<file path="config.mk">
export PLATFORM = sky130hd
export DESIGN_NAME = gmii_tx_sync_scheduler
export DESIGN_NICKNAME = d
export VERILOG_FILES = /design/src/rtl/gmii_tx_sync_scheduler.sv
export SDC_FILE = /design/constraint.sdc
export NUM_CORES = 1
export LEC_CHECK = 0
export ABC_CLOCK_PERIOD_IN_PS = 2130
export CAP_MARGIN = 20
export CORE_UTILIZATION = 45
export CTS_CLUSTER_SIZE = 12
export DETAILED_ROUTE_END_ITERATION = 6
export GPL_ROUTABILITY_DRIVEN = 0
export GPL_TIMING_DRIVEN = 0
export PLACE_DENSITY = 0.76
export SYNTH_ARGS = -nofsm -noshare
export SYNTH_HDL_FRONTEND = slang
export SYNTH_SLANG_ARGS = --single-unit
export TNS_END_PERCENT = 20
</file>
<file path="constraint.sdc">
create_clock -name clk_125m -period 2.13 [get_ports clk_125m]
set_clock_uncertainty 0.15 [all_clocks]
set_input_delay 0.213 -clock clk_125m [delete_from_list [all_inputs] [get_ports clk_125m]]
set_output_delay 0.213 -clock clk_125m [all_outputs]
set_load 0.02 [all_outputs]
</file>
<file path="src/rtl/gmii_tx_sync_scheduler.sv">
// rtl/gmii_tx_sync_scheduler.sv - GMII TX arbiter for host frames and periodic sync frames (option: SYNC_MISS_CNT_EN)
module gmii_tx_sync_scheduler #(
   parameter int SYNC_PERIOD  = 125000,
   parameter int PREAMBLE_LEN = 7,
   parameter int IFG_CYCLES   = 12,
   parameter int PAD_BYTES    = 44
) (
   input  logic        clk_125m,
   input  logic        rst,
   input  logic        sync_en,
   input  logic [15:0] local_time,
   input  logic        host_valid,
   input  logic [7:0]  host_data,
   input  logic        host_last,
   output logic        host_ready,
   output logic [7:0]  gmii_txd,
   output logic        gmii_tx_en,
   output logic        gmii_tx_er,
   output logic        sync_sent,
   output logic [31:0] cnt_sync,
   output logic [15:0] sync_miss
);

   localparam int BODY_LEN = 16 + PAD_BYTES;
   localparam int PER_W    = $clog2(SYNC_PERIOD + 1);
   localparam int PRE_W    = $clog2(PREAMBLE_LEN + 1);
   localparam int IFG_W    = $clog2(IFG_CYCLES + 1);
   localparam int IDX_W    = $clog2(BODY_LEN + 1);

   localparam logic [PER_W-1:0] PER_LAST = PER_W'(SYNC_PERIOD - 1);
   localparam logic [PRE_W-1:0] PRE_LAST = PRE_W'(PREAMBLE_LEN - 1);
   localparam logic [IFG_W-1:0] IFG_LAST = IFG_W'(IFG_CYCLES - 1);
   localparam logic [IDX_W-1:0] IDX_LAST = IDX_W'(BODY_LEN - 1);

   localparam logic [2:0] S_IDLE     = 3'd0;
   localparam logic [2:0] S_PREAMBLE = 3'd1;
   localparam logic [2:0] S_SFD      = 3'd2;
   localparam logic [2:0] S_HOST     = 3'd3;
   localparam logic [2:0] S_PTP      = 3'd4;
   localparam logic [2:0] S_IFG      = 3'd5;

   logic [2:0]       state;
   logic             src_ptp;
   logic [15:0]      t0;
   logic             sync_pending;
   logic [PER_W-1:0] per_cnt;
   logic [PRE_W-1:0] pre_cnt;
   logic [IFG_W-1:0] ifg_cnt;
   logic [IDX_W-1:0] idx;
   logic             tick;
   logic             take_sync;
   logic [7:0]       ptp_byte;

   assign tick       = sync_en && (per_cnt == PER_LAST);
   assign take_sync  = (state == S_IDLE) && sync_pending;
   assign host_ready = (state == S_HOST) && !rst;

   // period counter: runs only while enabled, wraps on the tick cycle
   always_ff @(posedge clk_125m) begin
      if (rst || !sync_en || tick)
         per_cnt <= '0;
      else
         per_cnt <= per_cnt + 1'b1;
   end

   // pending flag: a tick wins over the IDLE consumption on the same cycle
   always_ff @(posedge clk_125m) begin
      if (rst)
         sync_pending <= 1'b0;
      else if (tick)
         sync_pending <= 1'b1;
      else if (take_sync)
         sync_pending <= 1'b0;
   end

`ifdef SYNC_MISS_CNT_EN
   // count ticks lost because a sync was still waiting, saturating
   always_ff @(posedge clk_125m) begin
      if (rst)
         sync_miss <= '0;
      else if (tick && sync_pending && !take_sync && (sync_miss != 16'hFFFF))
         sync_miss <= sync_miss + 16'd1;
   end
`else
   assign sync_miss = 16'h0000;
`endif

   // sync body byte for the current index: dmac, type, reserved, t0, then zeros
   always_comb begin
      ptp_byte = 8'h00;
      if (idx < IDX_W'(6))
         ptp_byte = 8'(idx);
      else if (idx == IDX_W'(6))
         ptp_byte = 8'h01;
      else if (idx == IDX_W'(8))
         ptp_byte = t0[15:8];
      else if (idx == IDX_W'(9))
         ptp_byte = t0[7:0];
   end

   // frame sequencer; GMII outputs are registered one cycle behind the state
   always_ff @(posedge clk_125m) begin
      if (rst) begin
         state      <= S_IDLE;
         src_ptp    <= 1'b0;
         t0         <= '0;
         pre_cnt    <= '0;
         ifg_cnt    <= '0;
         idx        <= '0;
         gmii_txd   <= 8'h00;
         gmii_tx_en <= 1'b0;
         gmii_tx_er <= 1'b0;
         sync_sent  <= 1'b0;
         cnt_sync   <= '0;
      end else begin
         gmii_txd   <= 8'h00;
         gmii_tx_en <= 1'b0;
         gmii_tx_er <= 1'b0;
         sync_sent  <= 1'b0;
         case (state)
            S_IDLE: begin
               pre_cnt <= '0;
               if (sync_pending) begin
                  t0      <= local_time;
                  src_ptp <= 1'b1;
                  state   <= S_PREAMBLE;
               end else if (host_valid) begin
                  src_ptp <= 1'b0;
                  state   <= S_PREAMBLE;
               end
            end
            S_PREAMBLE: begin
               gmii_tx_en <= 1'b1;
               gmii_txd   <= 8'h55;
               if (pre_cnt == PRE_LAST)
                  state <= S_SFD;
               else
                  pre_cnt <= pre_cnt + 1'b1;
            end
            S_SFD: begin
               gmii_tx_en <= 1'b1;
               gmii_txd   <= 8'hD5;
               idx        <= '0;
               state      <= src_ptp ? S_PTP : S_HOST;
            end
            S_HOST: begin
               gmii_tx_en <= 1'b1;
               if (host_valid) begin
                  gmii_txd <= host_data;
                  if (host_last) begin
                     ifg_cnt <= '0;
                     state   <= S_IFG;
                  end
               end else begin
                  gmii_tx_er <= 1'b1;
               end
            end
            S_PTP: begin
               gmii_tx_en <= 1'b1;
               gmii_txd   <= ptp_byte;
               if (idx == IDX_LAST) begin
                  sync_sent <= 1'b1;
                  cnt_sync  <= cnt_sync + 32'd1;
                  ifg_cnt   <= '0;
                  state     <= S_IFG;
               end else begin
                  idx <= idx + 1'b1;
               end
            end
            S_IFG: begin
               if (ifg_cnt == IFG_LAST)
                  state <= S_IDLE;
               else
                  ifg_cnt <= ifg_cnt + 1'b1;
            end
            default: state <= S_IDLE;
         endcase
      end
   end

endmodule

</file>
Word-level counts from Yosys, hierarchy flattened
Index checks and enable logic that the tools add are counted.
- add/sub/neg operators: 5
- order comparisons: 1
- eq/ne operators: 21
- mux-type cells: 31
- bitwise logic cells: 2
- reductions and logical operators: 23
- operators by type and width (cell ; count):
    $mux W8 ; 5
    $add A32 B1 Y32 const B ; 1
    $pmux W8 S4 ; 1
    $mux W3 ; 9
    $pmux W3 S6 ; 1
    $add A17 B1 Y17 const B ; 1
    $eq A17 B17 Y1 const B ; 1
    $mux W4 ; 4
    $ne A2 B2 Y1 const B ; 8
    $eq A6 B4 Y1 const B ; 2
    $pmux W4 S3 ; 1
    $pmux W6 S2 ; 1
    $reduce_and A2 Y1 ; 5
    $eq A3 B3 Y1 const B ; 3
    $reduce_bool A2 Y1 ; 4
    $mux W1 ; 7
    $add A6 B1 Y6 const B ; 1
    $eq A3 B2 Y1 const B ; 2
    $eq A6 B3 Y1 const B ; 1
    $eq A6 B6 Y1 const B ; 1
    $lt A6 B3 Y1 const B ; 1
    $mux W6 ; 1
    $pmux W3 S2 ; 1
    $reduce_and A6 Y1 ; 1
    other kinds (14) ; 20
- register bits: 94
- input bits: 29
- output and inout bits: 60
- logic and storage cells: 96

Logic depth before layout (Yosys ltp)
- depth after elaboration: 6
- depth in mapped cells: 7
- gate-level depth less buffers: 6

Worst setup path after synthesis
No wires, ideal clock.
- path kind: reg2reg
- from: reg cnt_sync[0]
- to: reg cnt_sync[30]
- library setup time: 123 ps
- arrival time: 1823 ps
- data required time: 1857 ps
- path slack: 33 ps
- stages on the path, launching flop included: 7
- path buffers: 1
- period minus slack after synthesis: 2097 ps
- path through: dfxtp_1 > ha_1 > and4_1 > buf_2 > nand4_2 > nor4_1 > mux2_1
- longest elaborated chain between the ends: 1
- RTL lines (element ; RTL line ; source):
    from (decl) ; 20 ; output logic [31:0] cnt_sync,
    from (signal assigned) ; 163 ; cnt_sync <= cnt_sync + 32'd1;
    $add A32 B1 Y32 ; 163 ;
No other way between the ends.
A chain may end at the register's enable or synchronous reset.

Worst setup path after layout
- from: reg idx[1]
- to: reg cnt_sync[7]
- longest elaborated chain between the ends: 2
- RTL lines (element ; RTL line ; source):
    from (decl) ; 49 ; logic [IDX_W-1:0] idx;
    from (signal assigned) ; 167 ; idx <= idx + 1'b1;
    $eq A6 B6 Y1 ; 161 ; if (idx == IDX_LAST) begin
    $reduce_and A2 Y1 (no line) ; - ;
No other way between the ends.

==> key figures <==
Finish
  – Area of the multi-input gates: 2780 um^2
  – Antenna cells: 0
  – Layout cells sized above 1: 14.1%
  – Synth-to-layout area growth: 27.0%
  – Register area: 1890 um^2
  – Final nets: 702
  – Fillers: 894
  – Core Util, Final: 59.4%

STA
  – Crit share post-route: 96.6%
  – Hold_ws: 0.228 ns
  – Unrepaired setup endpoints after global routing: true
  – Period minus WS final: 2.06 ns
  – Tightest Pin Transition: 0.877 ns
  – Final setup fails: 0
  – Fin. Hold Viols: 0
  – Max-slew headroom: 41.1%
  – Achievable Freq: 486 MHz
  – Pins Over Slew Limit: 0

Synth
  – Mapped Cells: 566
  – Synth Area in Compound Gates: 12.5%
  – Adder-cell share of the synthesized area: 2.32%
  – Post-Synth XOR/XNOR Area: 4.34%
  – Top cell type's share of synthesized area: 38.8%
  – Netlist cell types: 69
  – Warnings, synthesis: 0
  – Sequential area share after synthesis: 38.8%
  – Synth Register Bits: 94
  – Area leader, netlist: dfxtp_1
  – Top FF cell, synth: dfxtp_1
  – EDFF count, synth: 0
  – Post-synthesis mux area share: 3.64%
  – Synth Area in Simple Gates: 31.5%
  – Mean post-synth cell area: 8.56 um^2
  – Most frequent cell after synthesis: dfxtp_1
  – Commonest cells in the synthesized netlist: dfxtp_1, nand2_1, nor2_1
  – Main combinational cell family by area after synthesis: simple AND/OR/NAND/NOR gates
  – Area contributors post-synth: dfxtp_1, nand2_1, a21oi_1
  – Cell Area, Synth: 4850 um^2
  – Ys async rst share: 0%

Setup path
  – Worst setup EP type: flop
  – Worst reg2reg path endpoint: cnt_sync[7]
  – Reg2reg path depth: 5
  – Critical path class: flop to flop
  – Setup slack, reg-to-reg: 0.07 ns
  – Req. time, crit path: 2.28 ns
  – CP Max Fanout: 8
  – Critical path startpoint category: flop
  – Crit Reg-Reg Startpoint: idx[1]
  – Max stage delay cell, worst path: or4_1
  – Slowest Stage Delay on Critical Path: 0.54 ns
  – Crit path launch: idx[1]
  – Worst-path cell chain: ha_2 -> and4_2 -> nand2_4 -> or4_1 -> a21oi_1
  – WP data arrival: 2.21 ns

Die
  – Die Span Y: 106 um
  – IO Pins: 89
  – Core ar.: 10,400 um^2
  – Chip width: 106 um
  – Die Area: 11,200 um^2
  – Initial Util: 46.7%
  – Rows: 37

Pwr
  – Lkg Pwr: 2.21 nW
  – Combinational Power Share: 7.4%
  – Pwr Density: 574 nW/um^2
  – Switching Power: 0.821 mW
  – Clock network power share: 42.3%
  – Sequential Power Share: 50.3%
  – Sw Share: 23.3%
  – Max rail drop VDD: 0.000426 V
  – Internal: 2.71 mW

GRT
  – First-pass GRT wire length: 19.3 mm
  – GRT Overall Usage: 21.6%
  – Gr ovfl total: 0
  – Initial antenna violation count: 0
  – Vias in the first global route: 4,163
  – Largest net degree at the start of global routing: 17

Detailed routing
  – Detailed Route Iter0 Violations: 214
  – Routed vias/inst: 5.50
  – Post-detailed-route wirelength per cell: 14.9 um
  – Antenna violation net count after detailed routing: 0
  – DRC: 0
  – Vias post-DR: 4,426
  – First-pass DRT Iterations: 5
  – Routed wire length: 12.0 mm

Clock network
  – Clock Latency Late Sink: 0.37 ns
  – # hold bufs at CTS: 0
  – CTS tree: yes
  – Clock sink count: 94
  – Clock Tree Buf Depth: 2
  – Clk slew on worst S/H paths: 0.10 ns
  – Max H-tree Level: 3
  – CTS buffer count: 9
  – Total setup buffers inserted after CTS: 0
  – Clk root buf: clkbuf_8

Run status
  – Status: finished clean

Flow run
  – Max-cap viol count: 0

Min path
  – Worst Hold End: t0[15]
  – Hold path depth: 3
  – Hold Crit Class: input pin to flop
  – Hold_sp: local_time[15]

Placed design
  – DP HPWL: 8.76 mm
  – Buffers on Ports: 72
state kept, by name, indices dropped and copies added, names as in the netlist:
| name | cells |
|---|---|
| cnt_sync | 32 |
| per_cnt | 17 |
| t0 | 16 |
| gmii_txd | 8 |
| idx | 6 |
| ifg_cnt | 4 |
| pre_cnt | 3 |
| state | 3 |
| gmii_tx_en | 1 |
| gmii_tx_er | 1 |
| src_ptp | 1 |
| sync_pending | 1 |
| sync_sent | 1 |
power by group through the flow:
stage / clock network [mW] / registers (mW) / logic (mW)
CTS: 1.51 / 1.78 / 0.259
finish: 1.49 / 1.78 / 0.263
global route: 1.58 / 1.78 / 0.282
floorplan: 0 / 1.83 / 0.145
global placement: 0 / 1.82 / 0.253
detailed placement: 0 / 1.82 / 0.257
cell families (layout without fill, tap and decap cells):
| kind of cell | count (synthesis) | in the layout |
|---|---|---|
| AOI/OAI and AO/OA | 92 | 92 |
| DFF | 94 | 94 |
| muxes | 16 | 16 |
| adders and majority gates | 9 | 9 |
| and+or+nand+nor | 268 | 268 |
| other | 1 | 16 |
| buffers and inverters | 62 | 150 |
| xor gates and xnor gates | 24 | 24 |
critical path: cells and delay by family, from the launching register on:
family	cells	cell delay, ns
compound gates	1	0.16
simple gates	3	0.96
fa+ha+maj	1	0.28
flops	1	0.44
stage by stage:
step	instance area, um^2	setup WS (ns)	setup TNS (ns)	instances	total power, mW
6_report	6150	0.0720	0	805	3.53
5_1_grt	6150	-0.0160	-0.0305	805	3.64
4_1_cts	6080	0.00396	0	805	3.55
3_5_place_dp	5790	-1.21	-28.00	789	2.08
3_3_place_gp	5790	-1.18	-23.99	789	2.07
2_1_floorplan	4900	0.0332	0	581	1.97
cell usage in the layout, fill, tap and decap left out, drive strengths merged, types with 3 or more instances in the layout:
cell type	instances
nor2b	13
conb	16
or4	3
nand2	62
ha	9
buf	34
mux2i	3
a21oi	43
nand4	18
xor2	10
o21a	5
o21ai	10
and2	5
nor2	53
xnor2	14
o41ai	5
bufinv	3
nand4b	5
and3	8
nor3	12
nand3	31
nor4	17
o211ai	3
or2	6
clkbuf	25
mux2	13
o311ai	6
or3	9
and4	6
dfxtp	94
nor4b	5
clkdlybuf4s50	70
inv	16
nand3b	3
o31ai	3
final cells by class:
| class | instances | area share [%] |
|---|---|---|
| multi-input combinational | 425 | 45.1 |
| tap | 136 | 2.76 |
| timing repair buffer | 72 | 11.6 |
| clock inverter | 6 | 1.89 |
| sequential | 94 | 30.7 |
| clock buffer | 10 | 2.24 |
| inverter | 14 | 0.854 |
| buffer | 48 | 4.80 |
repair_timing:
action                                  in CTS  in global routing
pin swaps                                    0                  2
endpoints found under the setup margin      44                 29
endpoints found under the hold margin        0                  0
resized for setup                           14                 21
layer usage:
metal	GRT usage [%]	up-vias	part of all wire (%)
met4	7.74	0	1.6
li1	-	2188	-
met1	27.2	2122	46
met3	3.71	18	4.2
met5	0	-	0
met2	36.9	98	48
worst max-delay path by stage:
stage | end | slack (ns) | cells past startpoint
after detailed placement | host_ready | -1.21 | 6
after global routing | cnt_sync[26] | -0.02 | 6
after CTS | cnt_sync[24] | 0.004 | 6
final | cnt_sync[7] | 0.07 | 5
after floorplan | cnt_sync[30] | 0.03 | 6
after global placement | host_ready | -1.18 | 6
No activity file was read; power rests on OpenSTA's default activity.
